**config.mk**
```make
export PLATFORM = sky130hd
export DESIGN_NAME = alu_exec
export DESIGN_NICKNAME = d
export VERILOG_FILES = /design/src/rtl/alu_exec_pkg.sv /design/src/rtl/alu_core.sv /design/src/rtl/alu_exec.sv
export SDC_FILE = /design/constraint.sdc
export NUM_CORES = 1
export LEC_CHECK = 0
export BUFFER_PORTS_ARGS = -buffer_cell sky130_fd_sc_hd__buf_2
export CAP_MARGIN = 10
export CORE_ASPECT_RATIO = 0.8
export CORE_MARGIN = 8
export CORE_UTILIZATION = 50
export DETAILED_ROUTE_END_ITERATION = 6
export PLACE_DENSITY = 0.79
export SYNTH_ARGS = -nofsm -noshare
export SYNTH_HDL_FRONTEND = slang
export SYNTH_HIERARCHICAL = 1
export SYNTH_SLANG_ARGS = --single-unit
```
**constraint.sdc**
```tcl
create_clock -name clk -period 7.3 [get_ports clk]
set_input_delay 0 -clock clk [delete_from_list [all_inputs] [get_ports clk]]
set_output_delay 0 -clock clk [all_outputs]
set_load 0.01 [all_outputs]
```
**src/rtl/alu_exec_pkg.sv**
```systemverilog
// Shared constants for the ALU execute stage: datapath width and op_to_alu encodings.
package alu_exec_pkg;

    localparam int DATA_W = 16;

    localparam logic [2:0] OP_ROL = 3'b000;
    localparam logic [2:0] OP_SLL = 3'b001;
    localparam logic [2:0] OP_ROR = 3'b010;
    localparam logic [2:0] OP_SRL = 3'b011;
    localparam logic [2:0] OP_ADD = 3'b100;
    localparam logic [2:0] OP_OR  = 3'b101;
    localparam logic [2:0] OP_XOR = 3'b110;
    localparam logic [2:0] OP_AND = 3'b111;

endpackage

```
**src/rtl/alu_core.sv**
```systemverilog
// Combinational ALU datapath: operand inversion, adder, shifter, logic ops, pass mux and flags.
module alu_core
    import alu_exec_pkg::*;
(
    input  logic [DATA_W-1:0] a,
    input  logic [DATA_W-1:0] b,
    input  logic [2:0]        op,
    input  logic              inv_a,
    input  logic              inv_b,
    input  logic              cin,
    input  logic              sign_mode,
    input  logic              pass_a,
    input  logic              pass_b,
    output logic [DATA_W-1:0] res,
    output logic              cout,
    output logic              ofl,
    output logic              zero
);

    logic [DATA_W-1:0]   ae;
    logic [DATA_W-1:0]   be;
    logic [DATA_W:0]     sum;
    logic [3:0]          shamt;
    logic [2*DATA_W-1:0] rol_wide;
    logic [2*DATA_W-1:0] ror_wide;
    logic                add_ofl;

    assign ae    = inv_a ? ~a : a;
    assign be    = inv_b ? ~b : b;
    assign sum   = {1'b0, ae} + {1'b0, be} + {{DATA_W{1'b0}}, cin};
    assign shamt = be[3:0];

    // Rotates shift a doubled copy so the wrapped bits fall into the kept half.
    assign rol_wide = {ae, ae} << shamt;
    assign ror_wide = {ae, ae} >> shamt;

    assign add_ofl = sign_mode ? ((ae[DATA_W-1] == be[DATA_W-1]) && (sum[DATA_W-1] != ae[DATA_W-1]))
                               : sum[DATA_W];

    always_comb begin
        res  = '0;
        cout = 1'b0;
        ofl  = 1'b0;
        if (pass_a) begin
            res = ae;
        end else if (pass_b) begin
            res = be;
        end else begin
            case (op)
                OP_ROL: res = rol_wide[2*DATA_W-1:DATA_W];
                OP_SLL: res = ae << shamt;
                OP_ROR: res = ror_wide[DATA_W-1:0];
                OP_SRL: res = ae >> shamt;
                OP_ADD: begin
                    res  = sum[DATA_W-1:0];
                    cout = sum[DATA_W];
                    ofl  = add_ofl;
                end
                OP_OR:  res = ae | be;
                OP_XOR: res = ae ^ be;
                OP_AND: res = ae & be;
                default: res = '0;
            endcase
        end
    end

    assign zero = (res == '0);

endmodule

```
**src/rtl/alu_exec.sv**
```systemverilog
// ALU execute stage: one-cycle registered ALU with valid/stall/flush handshake.
module alu_exec
    import alu_exec_pkg::*;
(
    input  logic              clk,
    input  logic              rst,
    input  logic              in_valid,
    input  logic              stall,
    input  logic              flush,
    input  logic [DATA_W-1:0] A,
    input  logic [DATA_W-1:0] B,
    input  logic [2:0]        op_to_alu,
    input  logic              invA,
    input  logic              invB,
    input  logic              cin,
    input  logic              sign,
    input  logic              passA,
    input  logic              passB,
    output logic              out_valid,
    output logic [DATA_W-1:0] result,
    output logic              cout,
    output logic              ofl,
    output logic              zero
);

    logic [DATA_W-1:0] core_res;
    logic              core_cout;
    logic              core_ofl;
    logic              core_zero;

    alu_core u_core (
        .a         (A),
        .b         (B),
        .op        (op_to_alu),
        .inv_a     (invA),
        .inv_b     (invB),
        .cin       (cin),
        .sign_mode (sign),
        .pass_a    (passA),
        .pass_b    (passB),
        .res       (core_res),
        .cout      (core_cout),
        .ofl       (core_ofl),
        .zero      (core_zero)
    );

    // Priority: rst, then flush, then stall; data outputs only change on accept.
    always_ff @(posedge clk) begin
        if (rst) begin
            out_valid <= 1'b0;
            result    <= '0;
            cout      <= 1'b0;
            ofl       <= 1'b0;
            zero      <= 1'b0;
        end else if (flush) begin
            out_valid <= 1'b0;
        end else if (!stall) begin
            if (in_valid) begin
                out_valid <= 1'b1;
                result    <= core_res;
                cout      <= core_cout;
                ofl       <= core_ofl;
                zero      <= core_zero;
            end else begin
                out_valid <= 1'b0;
            end
        end
    end

endmodule

```
# --- Yosys cells after proc, flatten, opt, wreduce, memory -nomap -nowiden ---
# Cells that the tools add are included.
word_totals:
  regBits: 20
  elab_cells: 45
  output_inout_bits: 20
op_classes:
  n_eq_ne: 9
  n_addsub: 2
  n_bitwise: 7
  n_shift: 4
  mux: 13
  n_reduce_logical: 5
ops:
  columns: ["cell", "count"]
  rows:
  - ["case mux 16 bit (8 select lines)", 1]
  - ["two-way mux 16 bit", 4]
  - ["inverter 16 bit", 2]
  - ["left shift 32 x 4 -> 32 bit", 1]
  - ["right shift 32 x 4 -> 16 bit", 1]
  - ["adder 16 x 16 -> 17 bit", 1]
  - ["adder 17 x 1 -> 17 bit", 1]
  - ["bitwise AND 16 bit", 1]
  - ["zero test 16 bit", 1]
  - ["OR 16 bit", 1]
  - ["left shift 16 x 4 -> 16 bit", 1]
  - ["right shift 16 x 4 -> 16 bit", 1]
  - ["bitwise XOR 16 bit", 1]
  - ["equality test 3 bit (second input constant)", 4]
  - ["two-way mux 1 bit", 8]
  - ["equality test 3 x 2 -> 1 bit (second input constant)", 2]
  - ["equality test 3 x 1 -> 1 bit (second input constant)", 1]
  - ["zero test 3 bit", 1]
  - ["AND reduction 3 bit", 1]
  - ["inverter 1 bit", 2]
  - ["OR reduction 2 bit", 1]
  - ["equality test 1 bit", 1]
  - ["logical AND 1 bit", 1]
  - ["inequality test 1 bit", 1]

# --- Longest topological paths before layout ---
# Gate-level depths: netlist of the first run.
depth:
  word_depth: 10
  ltp_mapped: 19
  mapped_depth_nobuf: 16

# --- Hierarchy ---
# Netlist of the first run, hierarchy kept.
modules_own_cells:
  columns: ["module", "cells_each", "instances", "area_each_um2", "seq_area_each_um2"]
  rows:
  - ["alu_core", 683, 1, 4678.2, 0.0]
  - ["alu_exec", 86, 1, 903.4, 400.4]

# --- Worst setup path after synthesis of the first run ---
# Ideal clock, no wire load.
synth_path:
  path_type: "input-to-reg"
  from: "in invB"
  to: "reg zero"
  setup_slack_ns: 3.346
  path_buffers: 2
  stages: 17
  required_ns: 7.228
  arrival_ns: 3.882
  cell_sequence: "buf_6 -> buf_1 -> xnor2_1 -> inv_1 -> ha_1 -> a21o_1 -> a211o_1 -> a41o_1 -> a21oi_1 -> xor2_1 -> nor2_1 -> o32a_1 -> or4_1 -> or4_1 -> nor4_2 -> nand2b_1 -> mux2i_1"
synth_between:
  elab_chain_len: 7
synth_rtl:
  columns: ["item", "line_no", "text"]
  rows:
  - ["start, declared", "alu_exec.sv:14", "input logic invB,"]
  - ["two-way mux 16 bit *", "alu_core.sv:29", "assign be = inv_b ? ~b : b;"]
  - ["adder 16 x 16 -> 17 bit", "alu_core.sv:30", "assign sum = {1'b0, ae} + {1'b0, be} + {{DATA_W{1'b0}}, cin};"]
  - ["adder 17 x 1 -> 17 bit", "alu_core.sv:30", null]
  - ["case mux 16 bit (8 select lines)", "alu_core.sv:49", "case (op)"]
  - ["two-way mux 16 bit *", "alu_core.sv:46", "end else if (pass_b) begin"]
  - ["two-way mux 16 bit *", "alu_core.sv:44", "if (pass_a) begin"]
  - ["named net core_res[11]", "alu_exec.sv:26", "logic [DATA_W-1:0] core_res;"]
  - ["zero test 16 bit *", "alu_core.sv:67", "assign zero = (res == '0);"]
  - ["named net core_zero", "alu_exec.sv:29", "logic core_zero;"]
  - ["end signal, assigned", "alu_exec.sv:63", "zero <= core_zero;"]
  - ["end, declared", "alu_exec.sv:23", "output logic zero"]
# The timed path passes the listed nets; every way through them passes the cells marked *.
# A chain may end at the register's enable or synchronous reset.

# --- Worst setup path in the final report of the first run ---
# Same ends and word-level chain as after synthesis.

==> results of run 1 <==
-- cells in the mapped netlist (19+ instances only) --
master | count | area (um^2)
inv_1 | 34 | 128
clkbuf_1 | 32 | 120
o21ai_0 | 37 | 185
ha_1 | 32 | 400
a21oi_1 | 58 | 290
dfxtp_1 | 20 | 400
nor2_1 | 61 | 229
nand2b_1 | 66 | 413
o22ai_1 | 24 | 150
nor3_1 | 19 | 95.1
xnor2_1 | 19 | 166
mux2i_1 | 50 | 500
xor2_1 | 22 | 193
nand2_1 | 59 | 221
-- power by group through the flow --
stage,registers [uW],logic [uW],clock network [uW]
3_5_place_dp,118,589,0
3_3_place_gp,117,590,0
5_1_grt,116,658,159
4_1_cts,115,593,153
6_report,115,616,151
2_1_floorplan,119,433,0
-- cell usage in the layout (no fill, tap or decap), drive strengths merged, types with 4 or more instances in the layout --
cell and count:
a22oi 10, a31oi 4, ha 32, nor4 4
a21oi 59, inv 35, mux4 15, nor2b 8
a21o 11, nor3 19, a221oi 9, and2 8
a22o 11, o22ai 24, nand4 5, nand2 59
nand2b 66, mux2i 50, xnor2 19, nor2 61
o31ai 6, a211oi 9, xor2 23, o21ai 40
nand3 10, o221ai 5, o211ai 7, dfxtp 20
or2 17, o21a 10, buf 76
-- flip-flops by register name (all words and copies together) (netlist names) --
signal	flops
ofl	1
zero	1
result	16
out_valid	1
cout	1
-- final cells by class --
cell class / count / area share (%)
clock inverter: 1 / 0.498
timing repair buffer: 77 / 6.93
sequential: 20 / 6.64
clock buffer: 3 / 1.24
tap: 144 / 2.99
multi-input combinational: 661 / 79.5
inverter: 35 / 2.18
-- cell families after synthesis --
kind of cell | Yosys count | share of synthesized area [%]
AOI/OAI and AO/OA | 245 | 30.0
xor gates and xnor gates | 42 | 6.93
adders and majority gates | 34 | 7.89
buffers and inverters | 88 | 7.29
DFF | 20 | 7.17
muxes | 67 | 15.4
and+or+nand+nor | 273 | 25.3
-- per-stage QoR --
stage	hold slack (ps)	instances
after detailed placement	230	936
final	45.8	941
after global placement	224	936
after global routing	84.6	941
after floorplan	79.3	769
after CTS	56.1	941
-- critical path, stage by stage --
cell and delay, ps:
buf_2 520, xor2_4 700, fa_1 340, inv_1 70, fa_1 480, o221a_2 340
o21bai_1 170, xor2_1 80, a221oi_1 440, nand4_1 150, o21a_1 210, or4_1 470
or4_1 560, nor4_2 200, nand2b_1 80, mux2i_1 120
-- per-layer routing --
layer  part of all wire [%]  track usage [%]  up-vias
met5                      0                0        -
met4                    4.2             11.1        0
met3                     13             7.11       72
met2                     41             40.2      464
met1                     42             40.0     2929
li1                       -                -     2881
-- path summary, 6_finish.rpt --
kind / endpoint / slack (ps) / cells past startpoint
worst min-delay path: out_valid$_SDFFE_PP0N_ / 50 / 3
worst max-delay path: zero$_SDFFE_PP0P_ / 2530 / 16
worst max register to register: result[13]$_SDFFE_PP0P_ / 6640 / 2
worst min register to register: result[9]$_SDFFE_PP0P_ / 470 / 2
==> reports/results.txt, run 1 <==
Routed via count: 6346
Number of global-route vias before repair: 5921
Worst IR Drop VDD: 0.0872 mV
RSZ-0062 raised after global routing: false
Total routed wirelength: 21700 um
Core region area: 0.0109 mm^2
Top_reg_cell synth: dfxtp_1
Routability-driven placement congestion ratio: 1.07
Mean area per synthesized cell: 7.26 um^2
PwrDens: 146 mW/mm^2
CP Class: in -> reg
Async S/R FF share, synth: 0%
# H-tree levels: 1
CTS tree: built
Setup WS post-layout: 2530 ps
Post-CTS Hold Fix Bufs: 1
Initial antenna violation count: 0
Number of distinct library cells after synthesis: 83
Worst slack at placement: 2400 ps
GRT Util Overall: 28.4%
Reg power frac: 13.1%
Clk network pwr share: 17.1%
Resized Gates After CTS: 0
Fill cell count: 1112
Clk buf depth: 2
Nets: 878
Chip height: 111 um
DRT Pass-1 Iters: 6
Synthesis-to-finish area growth: 8.05%
Critical path peak fanout: 23
TNS Setup: 0 ps
Final setup vio count: 0
# rows: 34
Residual DRC: 0
Initial drt markers: 878
Largest net degree at the start of global routing: 50
Mapped Cells: 769
Port buffer count: 65
Clk_skew: 0 ps
RR Startpoint: result[13]$_SDFFE_PP0P_
Seq/Total Area, Yosys: 7.17%
CP endpoint kind: flip-flop
Slew margin rel.: 19.1%
Hold wc startpoint: in_valid
Die Wd: 134 um
Initial Util: 51.3%
I/O pin count: 66
Minimum clock period: 4770 ps
Least-Margin Pin Slew: 1210 ps
Final hold violations: 0
Final Max Tran Viols: 0
Die Area: 0.0148 mm^2
Yosys warning total: 6
Crit start category: input pin
Hold WC Path Type: in -> reg
Remaining Overflow, GRT: 0
WL per Instance: 23.0 um
First-pass GRT wire length: 34100 um
Register area: 400 um^2
Critical path startpoint: invB
CTS buffer count: 3
P_int: 454 uW
Seq cells post-synth: 20
Tcrit/Tclk final: 65.3%
FMAX: 210 MHz
Layout cells sized above 1: 15.8%
Switching power total: 428 uW
Sw Ratio: 48.5%
# diodes: 0
CTS Sinks: 20
Vias per cell: 6.74
Routed Antenna Nets: 0
Multi-input gate area: 0.00480 mm^2
Detail Placement HPWL: 16900 um
Fin util: 55.4%
# Post-CTS Setup Buffers: 0
Static leakage: 0.00257 uW
CTS Root Cell: clkbuf_16
Tot Pwr: 883 uW
Syn Nets: 849
Post-route cell area: 0.00603 mm^2
Max Cap Viol: 0
Post-synth EDFFs: 0
Clk Latency, worst-skew pair: 250 ps
Placed inst area: 0.00592 mm^2
CTS clk-pin slew, worst paths: 60 ps
Status: completed
Combinational share of power: 69.8%
Required @ worst endpoint: 7490 ps
Cell area after synthesis: 0.00558 mm^2
Arrival time at the worst endpoint: 4950 ps
(Power assumes the default switching activity.)
==> run 2: changes to the inputs <==
--- a/config.mk
+++ b/config.mk
@@ -5,13 +5,14 @@
 export SDC_FILE = /design/constraint.sdc
 export NUM_CORES = 1
 export LEC_CHECK = 0
+export ABC_AREA = 1
 export BUFFER_PORTS_ARGS = -buffer_cell sky130_fd_sc_hd__buf_2
 export CAP_MARGIN = 10
 export CORE_ASPECT_RATIO = 0.8
 export CORE_MARGIN = 8
 export CORE_UTILIZATION = 50
 export DETAILED_ROUTE_END_ITERATION = 6
-export PLACE_DENSITY = 0.79
+export PLACE_DENSITY = 0.82
 export SYNTH_ARGS = -nofsm -noshare
 export SYNTH_HDL_FRONTEND = slang
 export SYNTH_HIERARCHICAL = 1
==> constraint.sdc (replaced) <==
create_clock -name clk -period 4.1 [get_ports clk]
set_input_delay 0 -clock clk [delete_from_list [all_inputs] [get_ports clk]]
set_output_delay 0 -clock clk [all_outputs]
set_load 0.01 [all_outputs]
==> run 2 against run 1 <==
First-iteration DRC count increased by 14%. Clock skew unchanged. Power rose by 59%. Non-clock buffer count is 3 higher. Cell count rose by 31%. Flip-flop and latch count unchanged. Setup slack worse by 1500 ps. Critical path type unchanged. Largest cell class unchanged. Largest power group unchanged.
==> reports/results.txt, run 2 <==
Status: completed
I/O pin count: 66 (unchanged)
Routed met1 length: 8410 um (-6.5%)
Yosys warning total: 6 (unchanged)
Routability-driven placement congestion ratio: 1.05 (-1.8%)
Post-synth top cells: 312 x nand2_1, 189 x nand3_1, 132 x inv_1
# diodes: 0 (unchanged)
CP endpoint kind: flip-flop
Initial antenna violation count: 0 (unchanged)
Inst Count DP: 1231 (+32%)
Number of flip-flops in the largest register: 16 (unchanged)
Cell area after synthesis: 0.00552 mm^2 (-1.1%)
Final hold slack: 19.3 ps (-26.5 ps)
Mapped Cells: 1057 (+37%)
Largest net degree at the start of global routing: 41 (-18%)
Met2 Wirelength: 7770 um (-12%)
Top cell type by total area after synthesis: nand2_1
Simple-Gate Fraction of Synth Area: 52.5% (+27 points)
Detail Placement HPWL: 15300 um (-9.5%)
Ranking of synthesized cells by area: nand2_1 21%, nand3_1 17%, inv_1 9.0%
Remaining Overflow, GRT: 0 (unchanged)
# H-tree levels: 1 (unchanged)
Adder-cell area share of the yosys netlist: 7.98% (+0.088 points)
Static leakage: 0.00331 uW (+29%)
Vias per cell: 5.75 (-15%)
Resized Gates After CTS: 0 (unchanged)
Fin util: 54.8% (-0.59 points)
Metal3 WL: 2630 um (-9.1%)
Least-Margin Pin Slew: 1070 ps (-141 ps)
Routed Antenna Nets: 0 (unchanged)
Commonest non-fill, non-tap cell in the layout: nand2_1
First-pass GRT wire length: 31900 um (-6.5%)
Seq/Total Area, Yosys: 7.25% (+0.080 points)
Crit start category: input pin
Final Non-Filler Cells: 1235 (+31%)
Critical path peak fanout: 20 (-13%)
Number of distinct library cells after synthesis: 42 (-49%)
Hold WC Path Type: in -> reg
Routed via count: 7106 (+12%)
Clk_skew: 0 ps (unchanged)
Worst path slowest cell: fa_1
CTS tree: built
RSZ-0062 raised after global routing: false
Die Wd: 133 um (-0.48%)
FMAX: 321 MHz
CTS buffer count: 3 (unchanged)
Chip height: 110 um (-0.47%)
Nets: 1172 (+33%)
Initial Util: 51.1% (-0.16 points)
WL per Instance: 15.9 um (-31%)
TNS Setup: 0 ps (unchanged)
Die Area: 0.0147 mm^2 (-0.95%)
CTS Sinks: 20 (unchanged)
Residual DRC: 0 (unchanged)
Total routed wirelength: 19700 um (-9.2%)
Mean area per synthesized cell: 5.22 um^2 (-28%)
Tot Pwr: 1400 uW (+59%)
Arrival time at the worst endpoint: 3310 ps (-1640 ps)
CTS clk-pin slew, worst paths: 60 ps (about the same)
Post-CTS Hold Fix Bufs: 0 (-1)
Synth Area in Compound Gates: 14.5% (-15 points)
Syn Nets: 1137 (+34%)
Final setup vio count: 0 (unchanged)
Uppermost layer routed: met4
# Post-CTS Setup Buffers: 0 (unchanged)
Post-synth EDFFs: 0 (unchanged)
Number of global-route vias before repair: 6265 (+5.8%)
Mux cell area share after synthesis: 0% (-15 points)
Largest Register: result
Crit path top cell by count: nand2_1
Commonest cells after routing, fill and taps aside: 312 x nand2_1, 189 x nand3_1, 132 x inv_1
GRT Util Overall: 26.6% (-1.9 points)
Top-count cell post-synth: nand2_1
Synthesis-to-finish area growth: 7.23%
Post-synthesis xor/xnor area fraction: 2.20% (-4.7 points)
Synth top area share: 21.2% (+12 points)
Final Max Tran Viols: 0 (unchanged)
Top_reg_cell synth: dfxtp_1
# rows: 34 (unchanged)
Slowest cell delay on critical path: 430 ps (-270 ps)
Tcrit/Tclk final: 75.9%
Port buffer count: 65 (unchanged)
Minimum clock period: 3110 ps
Largest family of logic cells by synthesized area: simple AND/OR/NAND/NOR gates
Clk buf depth: 2 (unchanged)
Clk Latency, worst-skew pair: 250 ps (about the same)
Required @ worst endpoint: 4290 ps (-3200 ps)
Final hold violations: 0 (unchanged)
Initial drt markers: 1003 (+14%)
Max Cap Viol: 0 (unchanged)
PwrDens: 237 mW/mm^2 (+62%)
Async S/R FF share, synth: 0% (unchanged)
Core region area: 0.0108 mm^2 (-0.78%)
Worst IR Drop VDD: 0.151 mV (+73%)
CP Class: in -> reg
Seq cells post-synth: 20 (unchanged)
Slew margin rel.: 28.5% (+9.4 points)
CTS Root Cell: clkbuf_16
DRT Pass-1 Iters: 7 (+1)
Layout cells sized above 1: 12.6% (-3.2 points)
run 2: cell types whose count changed in the layout (fill, tap and decap cells not counted), moves of 10 or more:
cell and change:
nand2_1 +253, xor2_1 -20, nand3_1 +179, inv_1 +98
nand2b_1 -66, a22o_1 -11, o22ai_1 -21, o21ai_1 +19
nor2_1 +38, nand2_2 +26, nor3_1 -16, mux4_2 -15
mux2i_1 -50, a21o_1 -10
run 2: stage by stage:
stage,cell area [um^2],worst slack [ps]
floorplan,5520,1500
global placement,5810,850
detailed placement,5810,805
CTS,5920,997
global route,5920,525
finish,5920,986
run 2: cells by family (layout without fill, tap and decap cells):
family,count (synthesis),after routing
simple gates,657,657
compound gates,144,144
xor+xnor,13,13
buf+inv,189,223
fa+ha+maj,34,34
flops,20,20
run 2: power breakdown:
group / switching (uW) / leakage, uW / total, uW / internal, uW
registers: 4.77 / 0.000164 / 209 / 205
logic: 635 / 0.00310 / 931 / 296
clock network: 70.3 / 0.0000511 / 264 / 194
run 2: final timing paths:
check / from / end / slack [ps] / depth (start not counted)
min reg2reg: result[4]$_SDFFE_PP0P_ / result[4]$_SDFFE_PP0P_ / 470 / 2
max reg2reg: result[12]$_SDFFE_PP0P_ / result[12]$_SDFFE_PP0P_ / 3450 / 2
max: invB / zero$_SDFFE_PP0P_ / 990 / 25
min: rst / out_valid$_SDFFE_PP0N_ / 20 / 3
run 2: critical path, delay by kind of cell:
kind	cells	cell delay (ps)
AO/OA/AOI/OAI	3	320
AND/OR/NAND/NOR	16	1670
adder cells (fa/ha/maj)	2	680
buffers and inverters	4	620
run 2: layout make-up:
type,instances,area (um^2)
well taps,144,180
repair buffers,80,438
inverters,139,534
clock buffers,3,75.1
fillers,1170,4890
clock inverters,1,30.0
multi-input cells,848,4260
flip-flops and latches,20,400
run 2: layer usage:
metal,up-vias,track usage [%]
met2,465,39.6
met4,0,11.0
met1,3111,37.4
met3,62,4.35
met5,-,0
li1,3468,-
==> run 3: changes to the inputs <==
==> constraint.sdc (replaced) <==
create_clock -name clk -period 2.6 [get_ports clk]
set_input_delay 0 -clock clk [delete_from_list [all_inputs] [get_ports clk]]
set_output_delay 0 -clock clk [all_outputs]
set_load 0.01 [all_outputs]
==> run 3 against run 2 <==
The flow now finishes with violations (design-rule violations). Non-clock buffer count up 116. Worst hold slack worse by 1.5 ps. Utilization up 14 points. Sequential power up 58%. Wire length up 17%. Flip-flop and latch count unchanged. Clock power up 60%. Cell count up 9.6%. Critical path type unchanged. Largest power group unchanged.
==> reports/results.txt, run 3 (same netlist as run 2, synthesis figures left out) <==
Routability-driven placement congestion ratio: 1.06 (+0.91%)
Commonest cells after routing, fill and taps aside: 296 x nand2_1, 185 x nand3_1, 121 x inv_1, 121 x buf_4, 89 x nor2_1
Core region area: 0.0108 mm^2 (unchanged)
First-pass GRT wire length: 33500 um (+5.3%)
Reg2reg path depth: 2 (unchanged)
Violated checks: design-rule violations
Final hold violations: 0 (unchanged)
FF-to-FF setup slack: 1970 ps (-1480 ps)
CP endpoint: zero$_SDFFE_PP0P_
RR Startpoint: result[11]$_SDFFE_PP0P_
Initial drt markers: 812 (-19%)
Post-route cell area: 0.00740 mm^2 (+25%)
Clk network pwr share: 15.2% (-3.6 points)
Placed inst area: 0.00668 mm^2 (+15%)
Critical path startpoint: invB
Residual DRC: 2 (+2)
Remaining Overflow, GRT: 0 (unchanged)
Final Max Tran Viols: 0 (unchanged)
Die Wd: 133 um (unchanged)
Status: finished with violations
Number of global-route vias before repair: 6766 (+8.0%)
Clk Latency, worst-skew pair: 260 ps (about the same)
Final hold slack: 17.8 ps (-1.51 ps)
Minimum clock period: 2530 ps
Critical path peak fanout: 7 (-65%)
Vias per cell: 5.80 (+0.77%)
Reg power frac: 11.9% (-3.0 points)
P_int: 1450 uW (+110%)
# rows: 34 (unchanged)
Final setup vio count: 0 (unchanged)
Worst slack at placement: -328 ps (-1130 ps)
CTS Root Cell: clkbuf_16
Initial antenna violation count: 0 (unchanged)
CTS tree: built
Number of flip-flops in the largest register: 16 (unchanged)
WL per Instance: 17.0 um (+6.8%)
# H-tree levels: 1 (unchanged)
Synthesis-to-finish area growth: 34.0%
CP Class: in -> reg
Fin util: 68.5% (+14 points)
Largest Register: result
R2r endpoint: result[11]$_SDFFE_PP0P_
Crit start category: input pin
DRT Pass-1 Iters: 7 (unchanged)
FMAX: 395 MHz
Chip height: 110 um (unchanged)
Total routed wirelength: 23000 um (+17%)
TNS Setup: 0 ps (unchanged)
GRT Util Overall: 28.1% (+1.6 points)
CTS clk-pin slew, worst paths: 60 ps (about the same)
Arrival time at the worst endpoint: 2730 ps (-580 ps)
I/O pin count: 66 (unchanged)
Detail Placement HPWL: 17000 um (+11%)
Routed via count: 7845 (+10%)
Max Cap Viol: 0 (unchanged)
PwrDens: 374 mW/mm^2 (+58%)
CTS buffer count: 3 (unchanged)
Tcrit/Tclk final: 97.4%
Largest net degree at the start of global routing: 42 (+2.4%)
Required @ worst endpoint: 2800 ps (-1490 ps)
Slew margin rel.: 34.1% (+5.6 points)
Combinational share of power: 72.8% (+6.5 points)
Commonest non-fill, non-tap cell in the layout: nand2_1
Initial Util: 51.1% (unchanged)
Setup WS post-layout: 66.7 ps (-920 ps)
Port buffer count: 65 (unchanged)
Clk_skew: 0 ps (unchanged)
Clk buf depth: 2 (unchanged)
Static leakage: 0.00398 uW (+20%)
Switching power total: 1320 uW (+86%)
Least-Margin Pin Slew: 987 ps (-84.2 ps)
Worst IR Drop VDD: 0.287 mV (+90%)
Sw Ratio: 47.7% (-2.9 points)
Die Area: 0.0147 mm^2 (unchanged)
Layout cells sized above 1: 27.7% (+15 points)
CP endpoint kind: flip-flop
Hold WC Path Type: in -> reg
Nets: 1289 (+10%)
CTS Sinks: 20 (unchanged)
Routed Antenna Nets: 0 (unchanged)
==> run 3: changes by cell type in the layout (fill, tap and decap cells not counted), moves of 10 or more <==
cell	change
xnor2_1	-10
nor2_1	-10
nor2_2	+10
inv_2	+10
nand2_1	-16
nand2_2	+13
ha_1	-14
ha_4	+13
inv_1	-11
buf_4	+106
==> run 3: how the worst min path moves through the flow <==
stage | start | end | slack (ps) | cells after the start
after floorplan | stall | out_valid$_SDFFE_PP0N_ | 140 | 2
after global routing | flush | out_valid$_SDFFE_PP0N_ | 30 | 3
final | flush | out_valid$_SDFFE_PP0N_ | 20 | 3
after CTS | flush | out_valid$_SDFFE_PP0N_ | 10 | 3
after global placement | rst | out_valid$_SDFFE_PP0N_ | 270 | 3
after detailed placement | rst | out_valid$_SDFFE_PP0N_ | 260 | 3
==> run 3: repair_timing <==
| action | 4_1_cts | 5_1_grt |
|---|---|---|
| hold buffers | 1 | 0 |
| setup endpoints to repair | 1 | 13 |
| endpoints found under the hold margin | 1 | 0 |
| cloned | 0 | 2 |
| resized for setup | 2 | 114 |
| buffers inserted | 0 | 7 |
| pin swaps | 1 | 38 |
==> run 3: critical path, stage by stage <==
cell      delay, ps
buf_12          120
buf_12          160
xnor2_4         180
inv_2            80
ha_4            300
nand2_2          90
nor2_2          130
nand2_1         100
nand2_2         120
nand3b_1        130
nand2_1         120
nand2_1          60
nand3_1          70
nand3_1          60
nor2_1          110
nor2_1           80
nor2_2          170
nand2_1          70
nor2_1           90
nand2_1          60
nor2_1          120
inv_1            50
nand3_1          80
nand2_1          70
nor2_1          100
==> run 3: metrics by stage <==
stage / cells / power (uW)
floorplan: 1057 / 1410
global placement: 1338 / 2010
detailed placement: 1338 / 2030
CTS: 1343 / 2450
global route: 1352 / 2960
finish: 1353 / 2770
==> run 3: layout make-up <==
class | instances | area [um^2]
Timing Repair Buffer | 196 | 1420
Inverter | 139 | 537
Tap cell | 144 | 180
Fill cell | 930 | 3410
Timing Repair inverter | 1 | 6.26
Multi-Input combinational cell | 848 | 4740
Clock inverter | 1 | 30.0
Clock buffer | 3 | 75.1
Sequential cell | 20 | 400
Antenna cell | 1 | 2.50
==> run 3: power by group through the flow <==
stage | clock (uW) | combinational (uW) | sequential, uW
finish | 422 | 2020 | 330
global route | 445 | 2180 | 331
CTS | 427 | 1700 | 330
detailed placement | 0 | 1690 | 336
global placement | 0 | 1670 | 336
floorplan | 0 | 1070 | 344
==> run 3: layer usage <==
layer / track usage (%) / up-vias / part of all wire, %
li1: - / 3717 / -
met1: 37.1 / 3482 / 40
met2: 43.8 / 546 / 43
met3: 5.21 / 100 / 12
met4: 13.7 / 0 / 4.7
met5: 0 / - / 0
